**src/rtl/sap1_pkg.sv**
```systemverilog
// Shared definitions for the SAP-1 controller-sequencer: opcodes, control-bit
// positions, named control words, T-state encoding and execute-phase decode.
package sap1_pkg;

  localparam int unsigned SAP_OPCODE_W = 4;
  localparam int unsigned SAP_CON_W    = 12;
  localparam int unsigned SAP_RING_LEN = 6;

  typedef logic [SAP_OPCODE_W-1:0] opcode_t;
  typedef logic [SAP_CON_W-1:0]    con_t;

  localparam opcode_t OP_LDA = 4'b0000;
  localparam opcode_t OP_ADD = 4'b0001;
  localparam opcode_t OP_SUB = 4'b0010;
  localparam opcode_t OP_OUT = 4'b1110;
  localparam opcode_t OP_HLT = 4'b1111;

  localparam int unsigned CON_CP     = 11;
  localparam int unsigned CON_EP     = 10;
  localparam int unsigned CON_LM_BAR = 9;
  localparam int unsigned CON_CE_BAR = 8;
  localparam int unsigned CON_LI_BAR = 7;
  localparam int unsigned CON_EI_BAR = 6;
  localparam int unsigned CON_LA_BAR = 5;
  localparam int unsigned CON_EA     = 4;
  localparam int unsigned CON_SU     = 3;
  localparam int unsigned CON_EU     = 2;
  localparam int unsigned CON_LB_BAR = 1;
  localparam int unsigned CON_LO_BAR = 0;

  function automatic con_t con_bit(input int unsigned idx);
    return con_t'(1) << idx;
  endfunction

  // Every word is the idle word with the asserted lines flipped.
  localparam con_t CON_NOP    = con_bit(CON_LM_BAR) | con_bit(CON_CE_BAR) | con_bit(CON_LI_BAR)
                              | con_bit(CON_EI_BAR) | con_bit(CON_LA_BAR) | con_bit(CON_LB_BAR)
                              | con_bit(CON_LO_BAR);
  localparam con_t CON_T1     = CON_NOP ^ con_bit(CON_EP) ^ con_bit(CON_LM_BAR);
  localparam con_t CON_T2     = CON_NOP ^ con_bit(CON_CP);
  localparam con_t CON_T3     = CON_NOP ^ con_bit(CON_CE_BAR) ^ con_bit(CON_LI_BAR);
  localparam con_t CON_MAR_T4 = CON_NOP ^ con_bit(CON_LM_BAR) ^ con_bit(CON_EI_BAR);
  localparam con_t CON_LDA_T5 = CON_NOP ^ con_bit(CON_CE_BAR) ^ con_bit(CON_LA_BAR);
  localparam con_t CON_ALU_T5 = CON_NOP ^ con_bit(CON_CE_BAR) ^ con_bit(CON_LB_BAR);
  localparam con_t CON_ADD_T6 = CON_NOP ^ con_bit(CON_LA_BAR) ^ con_bit(CON_EU);
  localparam con_t CON_SUB_T6 = CON_NOP ^ con_bit(CON_LA_BAR) ^ con_bit(CON_SU) ^ con_bit(CON_EU);
  localparam con_t CON_OUT_T4 = CON_NOP ^ con_bit(CON_EA) ^ con_bit(CON_LO_BAR);

  typedef enum logic [SAP_RING_LEN-1:0] {
    T1 = 6'b000001,
    T2 = 6'b000010,
    T3 = 6'b000100,
    T4 = 6'b001000,
    T5 = 6'b010000,
    T6 = 6'b100000
  } t_state_e;

  // Execute-phase word; phase 0/1/2 corresponds to T4/T5/T6.
  function automatic con_t exec_word(input opcode_t op, input logic [1:0] phase);
    con_t w;
    w = CON_NOP;
    unique case (op)
      OP_LDA: w = (phase == 2'd0) ? CON_MAR_T4 : (phase == 2'd1) ? CON_LDA_T5 : CON_NOP;
      OP_ADD: w = (phase == 2'd0) ? CON_MAR_T4 : (phase == 2'd1) ? CON_ALU_T5 : CON_ADD_T6;
      OP_SUB: w = (phase == 2'd0) ? CON_MAR_T4 : (phase == 2'd1) ? CON_ALU_T5 : CON_SUB_T6;
      OP_OUT: w = (phase == 2'd0) ? CON_OUT_T4 : CON_NOP;
      default: w = CON_NOP;
    endcase
    return w;
  endfunction

endpackage

```
**src/rtl/sap1_ring_counter.sv**
```systemverilog
// Falling-edge one-hot T-state ring counter with asynchronous clear to T1
// and a hold input that freezes the current state.
module sap1_ring_counter
  import sap1_pkg::*;
(
  input  logic     CLK,
  input  logic     CLR,
  input  logic     hold,
  output t_state_e state
);

  t_state_e state_next;

  always_ff @(negedge CLK or posedge CLR) begin
    if (CLR) begin
      state <= T1;
    end else begin
      state <= state_next;
    end
  end

  always_comb begin
    state_next = state;
    if (!hold) begin
      unique case (state)
        T1:      state_next = T2;
        T2:      state_next = T3;
        T3:      state_next = T4;
        T4:      state_next = T5;
        T5:      state_next = T6;
        T6:      state_next = T1;
        default: state_next = T1;
      endcase
    end
  end

endmodule

```
**src/rtl/sap1_controller.sv**
```systemverilog
// SAP-1 controller-sequencer: decodes the T-state and IR opcode into the
// datapath control word, and latches a sticky halt on HLT at T4.
module sap1_controller
  import sap1_pkg::*;
#(
  parameter int unsigned OPCODE_W = SAP_OPCODE_W,
  parameter int unsigned CON_W    = SAP_CON_W,
  parameter int unsigned RING_LEN = SAP_RING_LEN
) (
  input  logic                CLK,
  input  logic                CLR,
  input  logic [OPCODE_W-1:0] opcode,
  output logic [CON_W-1:0]    con,
  output logic [RING_LEN-1:0] t_state,
  output logic                hlt
);

  generate
    if (RING_LEN != 6 || OPCODE_W != SAP_OPCODE_W || CON_W != SAP_CON_W) begin : g_bad_param
      $error("sap1_controller: only RING_LEN=6, OPCODE_W=4, CON_W=12 are supported");
    end
  endgenerate

  opcode_t  op;
  t_state_e state;
  logic     halt_req;
  logic     hold;
  logic     hlt_next;
  con_t     con_word;

  assign op       = SAP_OPCODE_W'(opcode);
  assign halt_req = (state == T4) && (op == OP_HLT);
  assign hold     = hlt | halt_req;

  sap1_ring_counter u_ring (
    .CLK   (CLK),
    .CLR   (CLR),
    .hold  (hold),
    .state (state)
  );

  always_ff @(negedge CLK or posedge CLR) begin
    if (CLR) begin
      hlt <= 1'b0;
    end else begin
      hlt <= hlt_next;
    end
  end

  always_comb begin
    hlt_next = hlt | halt_req;
  end

  // CLR and halt override decode so no datapath register loads.
  always_comb begin
    con_word = CON_NOP;
    if (!CLR && !hlt) begin
      unique case (state)
        T1:      con_word = CON_T1;
        T2:      con_word = CON_T2;
        T3:      con_word = CON_T3;
        T4:      con_word = exec_word(op, 2'd0);
        T5:      con_word = exec_word(op, 2'd1);
        T6:      con_word = exec_word(op, 2'd2);
        default: con_word = CON_NOP;
      endcase
    end
  end

  assign con     = CON_W'(con_word);
  assign t_state = RING_LEN'(state);

endmodule
```
**config.mk**
```make
export PLATFORM = sky130hd
export DESIGN_NAME = sap1_controller
export DESIGN_NICKNAME = d
export VERILOG_FILES = /design/src/rtl/sap1_pkg.sv /design/src/rtl/sap1_ring_counter.sv /design/src/rtl/sap1_controller.sv
export SDC_FILE = /design/constraint.sdc
export NUM_CORES = 1
export LEC_CHECK = 0
export ABC_AREA = 1
export BUFFER_PORTS_ARGS = -buffer_cell sky130_fd_sc_hd__buf_2
export CAP_MARGIN = 20
export CORE_AREA = 2 2 39 41
export DETAILED_ROUTE_END_ITERATION = 10
export DIE_AREA = 0 0 41 43
export GPL_TIMING_DRIVEN = 0
export PLACE_DENSITY = 0.75
export RECOVER_POWER = 100
export SKIP_LAST_GASP = 1
export SLEW_MARGIN = 20
export SYNTH_ARGS = -nofsm -noshare
export SYNTH_HDL_FRONTEND = slang
export SYNTH_SLANG_ARGS = --single-unit
```
**constraint.sdc**
```tcl
create_clock -name CLK -period 3.9 [get_ports CLK]
set_clock_uncertainty 0.1 [all_clocks]
set_input_delay 0.78 -clock CLK [delete_from_list [all_inputs] [get_ports CLK]]
set_output_delay 0.78 -clock CLK [all_outputs]
set_load 0.02 [all_outputs]
```
=== Word-level counts from Yosys, hierarchy flattened ===
Index checks and enable logic that the tools add are counted.

* Divide/modulo/power cells: 0
* Bitwise operators: 1
* Shift operators: 0
* Add/subtract/negate cells: 0
* Reduce and logical (&&, ||, !) cells: 7
* Equality and inequality tests: 10
* Order comparisons: 0
* Muxes and demuxes: 6
* $mul: 0

{| class="wikitable"
|+ Operators with widths
! kind !! number
|-
| 12-bit case mux with 6 select lines || 1
|-
| 6-bit case mux with 5 select lines || 1
|-
| 10-bit case mux with 2 select lines || 1
|-
| 9-bit case mux with 2 select lines || 1
|-
| 12-bit 2-to-1 mux || 1
|-
| 6-bit case mux with 2 select lines || 1
|-
| 4-bit == test, second input constant || 2
|-
| 6-bit by 1-bit == test with 1-bit output, second input constant || 1
|-
| 6-bit by 2-bit == test with 1-bit output, second input constant || 1
|-
| 6-bit by 3-bit == test with 1-bit output, second input constant || 1
|-
| 6-bit by 4-bit == test with 1-bit output, second input constant || 1
|-
| 6-bit by 5-bit == test with 1-bit output, second input constant || 1
|-
| 6-bit == test, second input constant || 1
|-
| 4-bit by 1-bit == test with 1-bit output, second input constant || 1
|-
| 4-bit by 2-bit == test with 1-bit output, second input constant || 1
|-
| 4-bit zero test || 1
|-
| 3-bit OR reduction || 1
|-
| 1-bit logical AND || 2
|-
| 1-bit zero test || 2
|-
| 2-bit OR reduction || 1
|-
| 1-bit OR || 1
|}

* Memory bits (read-only): 0
* Output and inout bits: 19
* Bits of input ports: 6
* Bits in latches: 0
* Register bits after elaboration: 7
* Memories kept: 0
* Memory bits (writable): 0
* Logic and storage cells: 26

=== Depth between registers and ports, before layout ===
* Word-level depth: 5
* Depth in mapped cells: 7
* Gate-level depth less buffers: 7

=== Cells and area by module ===
A second synthesis with hierarchy kept.

* Cells, all modules: 120
* Area, all modules: 729.4 um^2

{| class="wikitable"
|+ Modules (own cells, without submodules)
! module !! cells each !! instances !! sequential area each (um^2) !! area each (um^2)
|-
| sap1_controller || 78 || 1 || 25.0 || 417.9
|-
| sap1_ring_counter || 42 || 1 || 151.4 || 311.5
|}

==> results.sh <==
export IMPL_status="complete, but fails checks"
export IMPL_violations="setup timing"
export IMPL_crit_arrival_ns=3.69
export IMPL_drt_iter0_markers=26
export IMPL_synth_seq_cells=7
export IMPL_synth_nets=114
export IMPL_clock_latency_ns=0.32
export IMPL_cts_root_buf="clkbuf_4"
export IMPL_cp_num_buf_inv=2
export IMPL_crit_fanout=5
export IMPL_hpwl_um=1330
export IMPL_tightest_slew_ns=0.330
export IMPL_htreeDepth=1
export IMPL_antenna_found_initial=0
export IMPL_crit_start="u_ring.state[1]"
export IMPL_r2r_start="u_ring.state[0]"
export IMPL_cellLeakagePower_uw=0.000524
export IMPL_grtUsageTotal=0.265
export IMPL_port_buffers=24
export IMPL_power_density_nw_per_um2=133
export IMPL_hold_violations=0
export IMPL_syn_to_final_growth_pct=85.3
export IMPL_rows=14
export IMPL_ys_warn_count=0
export IMPL_postSynthAreaPerCell_um2=5.82
export IMPL_grt_overflow=0
export IMPL_cts_sinks=7
export IMPL_fp_dieH_um=43
export IMPL_setup_ws_ns=-0.670
export IMPL_antenna_cells=0
export IMPL_gp_congestion=0.842
export IMPL_drive_gt1_frac=0.520
export IMPL_cts_hold_buffers=0
export IMPL_placed_cells=148
export IMPL_numCtsBuffers=3
export IMPL_initial_utilization=0.454
export IMPL_critPathTopFamily="flip-flops"
export IMPL_rsz0062_at_grt="yes"
export IMPL_grt_pass1_vias=729
export IMPL_fp_dieW_um=41
export IMPL_core_area_um2=1380
export IMPL_crit_chain="inv_1 > nor2_2 > o21ai_2 > nand2_2 > nand4_1 > buf_4"
export IMPL_required_ns=3.02
export IMPL_critical_path_class="register to primary output"
export IMPL_path_clk_slew_ns=0.04
export IMPL_dr_pass1_iters=4
export IMPL_dieArea_um2=1760
export IMPL_ir_worst_vdd_mv=0.220
export IMPL_drv_cap=0
export IMPL_slew_violations=0
export IMPL_final_cells=164
export IMPL_yosysUniqueCellTypes=16
export IMPL_hold_start="hlt"
export IMPL_grt_max_degree=11
export IMPL_routed_wl_um=2370
export IMPL_setup_viol=13
export IMPL_wl_per_cell_um=14.4
export IMPL_vias_per_cell=5.29
export IMPL_n_fill_cell=85
export IMPL_ios=25
export IMPL_cp_slowest_stage_delay_ns=0.53
export IMPL_synth_area_um2=628
export IMPL_clock_path_buffers=2
export IMPL_total_power_uw=154
export IMPL_drc_errors=0
export IMPL_postSynthCellCount=108
export IMPL_final_nets=155
export IMPL_hold_path_class="register to register"
export IMPL_yosysSeqAreaShare=0.281
export IMPL_cpMaxStageDelayCell="dfrtn_1"
export IMPL_critPathCaptureType="primary output"
export IMPL_worstSetupStartpointType="register"
export IMPL_tritoncts="built"
export IMPL_dr_total_vias=867
export IMPL_antenna_left=0
export IMPL_slew_limit_headroom=0.780
export IMPL_grt_pass1_wl_um=3130
cell type report:
class | count | area (µm²) | area share
clock buffers | 3 | 22.5 | 0.0194
clock inverters | 2 | 7.51 | 0.00645
inverters | 17 | 66.3 | 0.0570
multi-input cells | 83 | 556 | 0.477
flip-flops and latches | 7 | 176 | 0.152
well taps | 16 | 20.0 | 0.0172
repair buffers | 36 | 315 | 0.271
worst min-delay path, stage by stage (launching register included):
cell,delay [ns]
dfrtn_1,0.47
nor2_1,0.07
a21oi_1,0.11
logic make-up after synthesis:
kind of cell | count (synthesis) | share of synthesized area
and+or+nand+nor | 72 | 0.512
buffers and inverters | 18 | 0.108
AOI/OAI and AO/OA | 11 | 0.0996
DFF | 7 | 0.281
registers in the layout, indices dropped and copies added (netlist names):
signal	flops
hlt	1
u_ring.state	6
synthesized netlist by cell type:
master | number | area share
dfrtn_1 | 6 | 0.24
dfstp_2 | 1 | 0.042
nor2_2 | 3 | 0.030
nand4_1 | 1 | 0.010
nand2_2 | 2 | 0.020
nand2_1 | 19 | 0.11
a21oi_1 | 5 | 0.040
nor2b_1 | 1 | 0.010
nor3_1 | 1 | 0.0080
o21ai_0 | 4 | 0.032
nor2_1 | 28 | 0.17
inv_1 | 18 | 0.11
nand3_2 | 1 | 0.016
nand2_4 | 1 | 0.018
o21ai_2 | 2 | 0.028
nand3_1 | 15 | 0.12
routing by layer:
| metal | vias up | global-route usage | share of wire |
|---|---|---|---|
| met3 | 5 | 0.0942 | 0.066 |
| met2 | 31 | 0.409 | 0.51 |
| li1 | 420 | - | - |
| met5 | - | 0 | 0 |
| met4 | 0 | 0.0600 | 0.0097 |
| met1 | 411 | 0.343 | 0.41 |
cell usage in the layout, fill, tap and decap left out, types with 2 or more instances in the layout:
master / count
a21oi_1: 4
buf_12: 2
buf_2: 7
buf_4: 11
buf_6: 13
clkbuf_1: 3
clkbuf_4: 3
dfrtn_1: 6
inv_1: 14
inv_2: 4
nand2_1: 17
nand2_2: 4
nand3_1: 5
nand3_2: 7
nand3_4: 4
nor2_1: 15
nor2_2: 6
nor2_4: 10
o21ai_0: 4
o21ai_2: 2
what timing repair did:
item	CTS	global route
setup buffers	9	3
gates resized for setup	38	18
setup endpoints to repair	12	15
pin swaps	15	8
per-stage QoR:
stage | setup WS, ns | setup TNS [ns] | utilization | area (µm²) | hold WS, ns
floorplan | -0.200 | -1.86 | - | 699 | 0.437
global placement | -0.271 | -2.16 | 0.607 | 840 | 0.402
detailed placement | -0.298 | -2.39 | 0.607 | 840 | 0.403
CTS | -0.502 | -5.61 | 0.776 | 1070 | 0.447
global route | -0.735 | -7.78 | 0.841 | 1160 | 0.536
finish | -0.670 | -6.84 | 0.841 | 1160 | 0.481
power by group:
group          total, µW  internal [µW]  switching (µW)
registers           73.2           73.2               0
clock network       70.6           38.0            32.6
logic               10.5           3.51            7.00
path summary, 6_finish.rpt:
check / end / slack [ns] / cells after the start
worst max-delay path: con[9] / -0.67 / 6
worst min-delay path: u_ring.state[4] / 0.48 / 2
worst max register to register: u_ring.state[2] / 2.18 / 8
worst min register to register: u_ring.state[4] / 0.48 / 2
max in group asynchronous: u_ring.state[0] / 1.19 / 2
min in group asynchronous: u_ring.state[4] / 2.17 / 2
(Power assumes the default switching activity.)
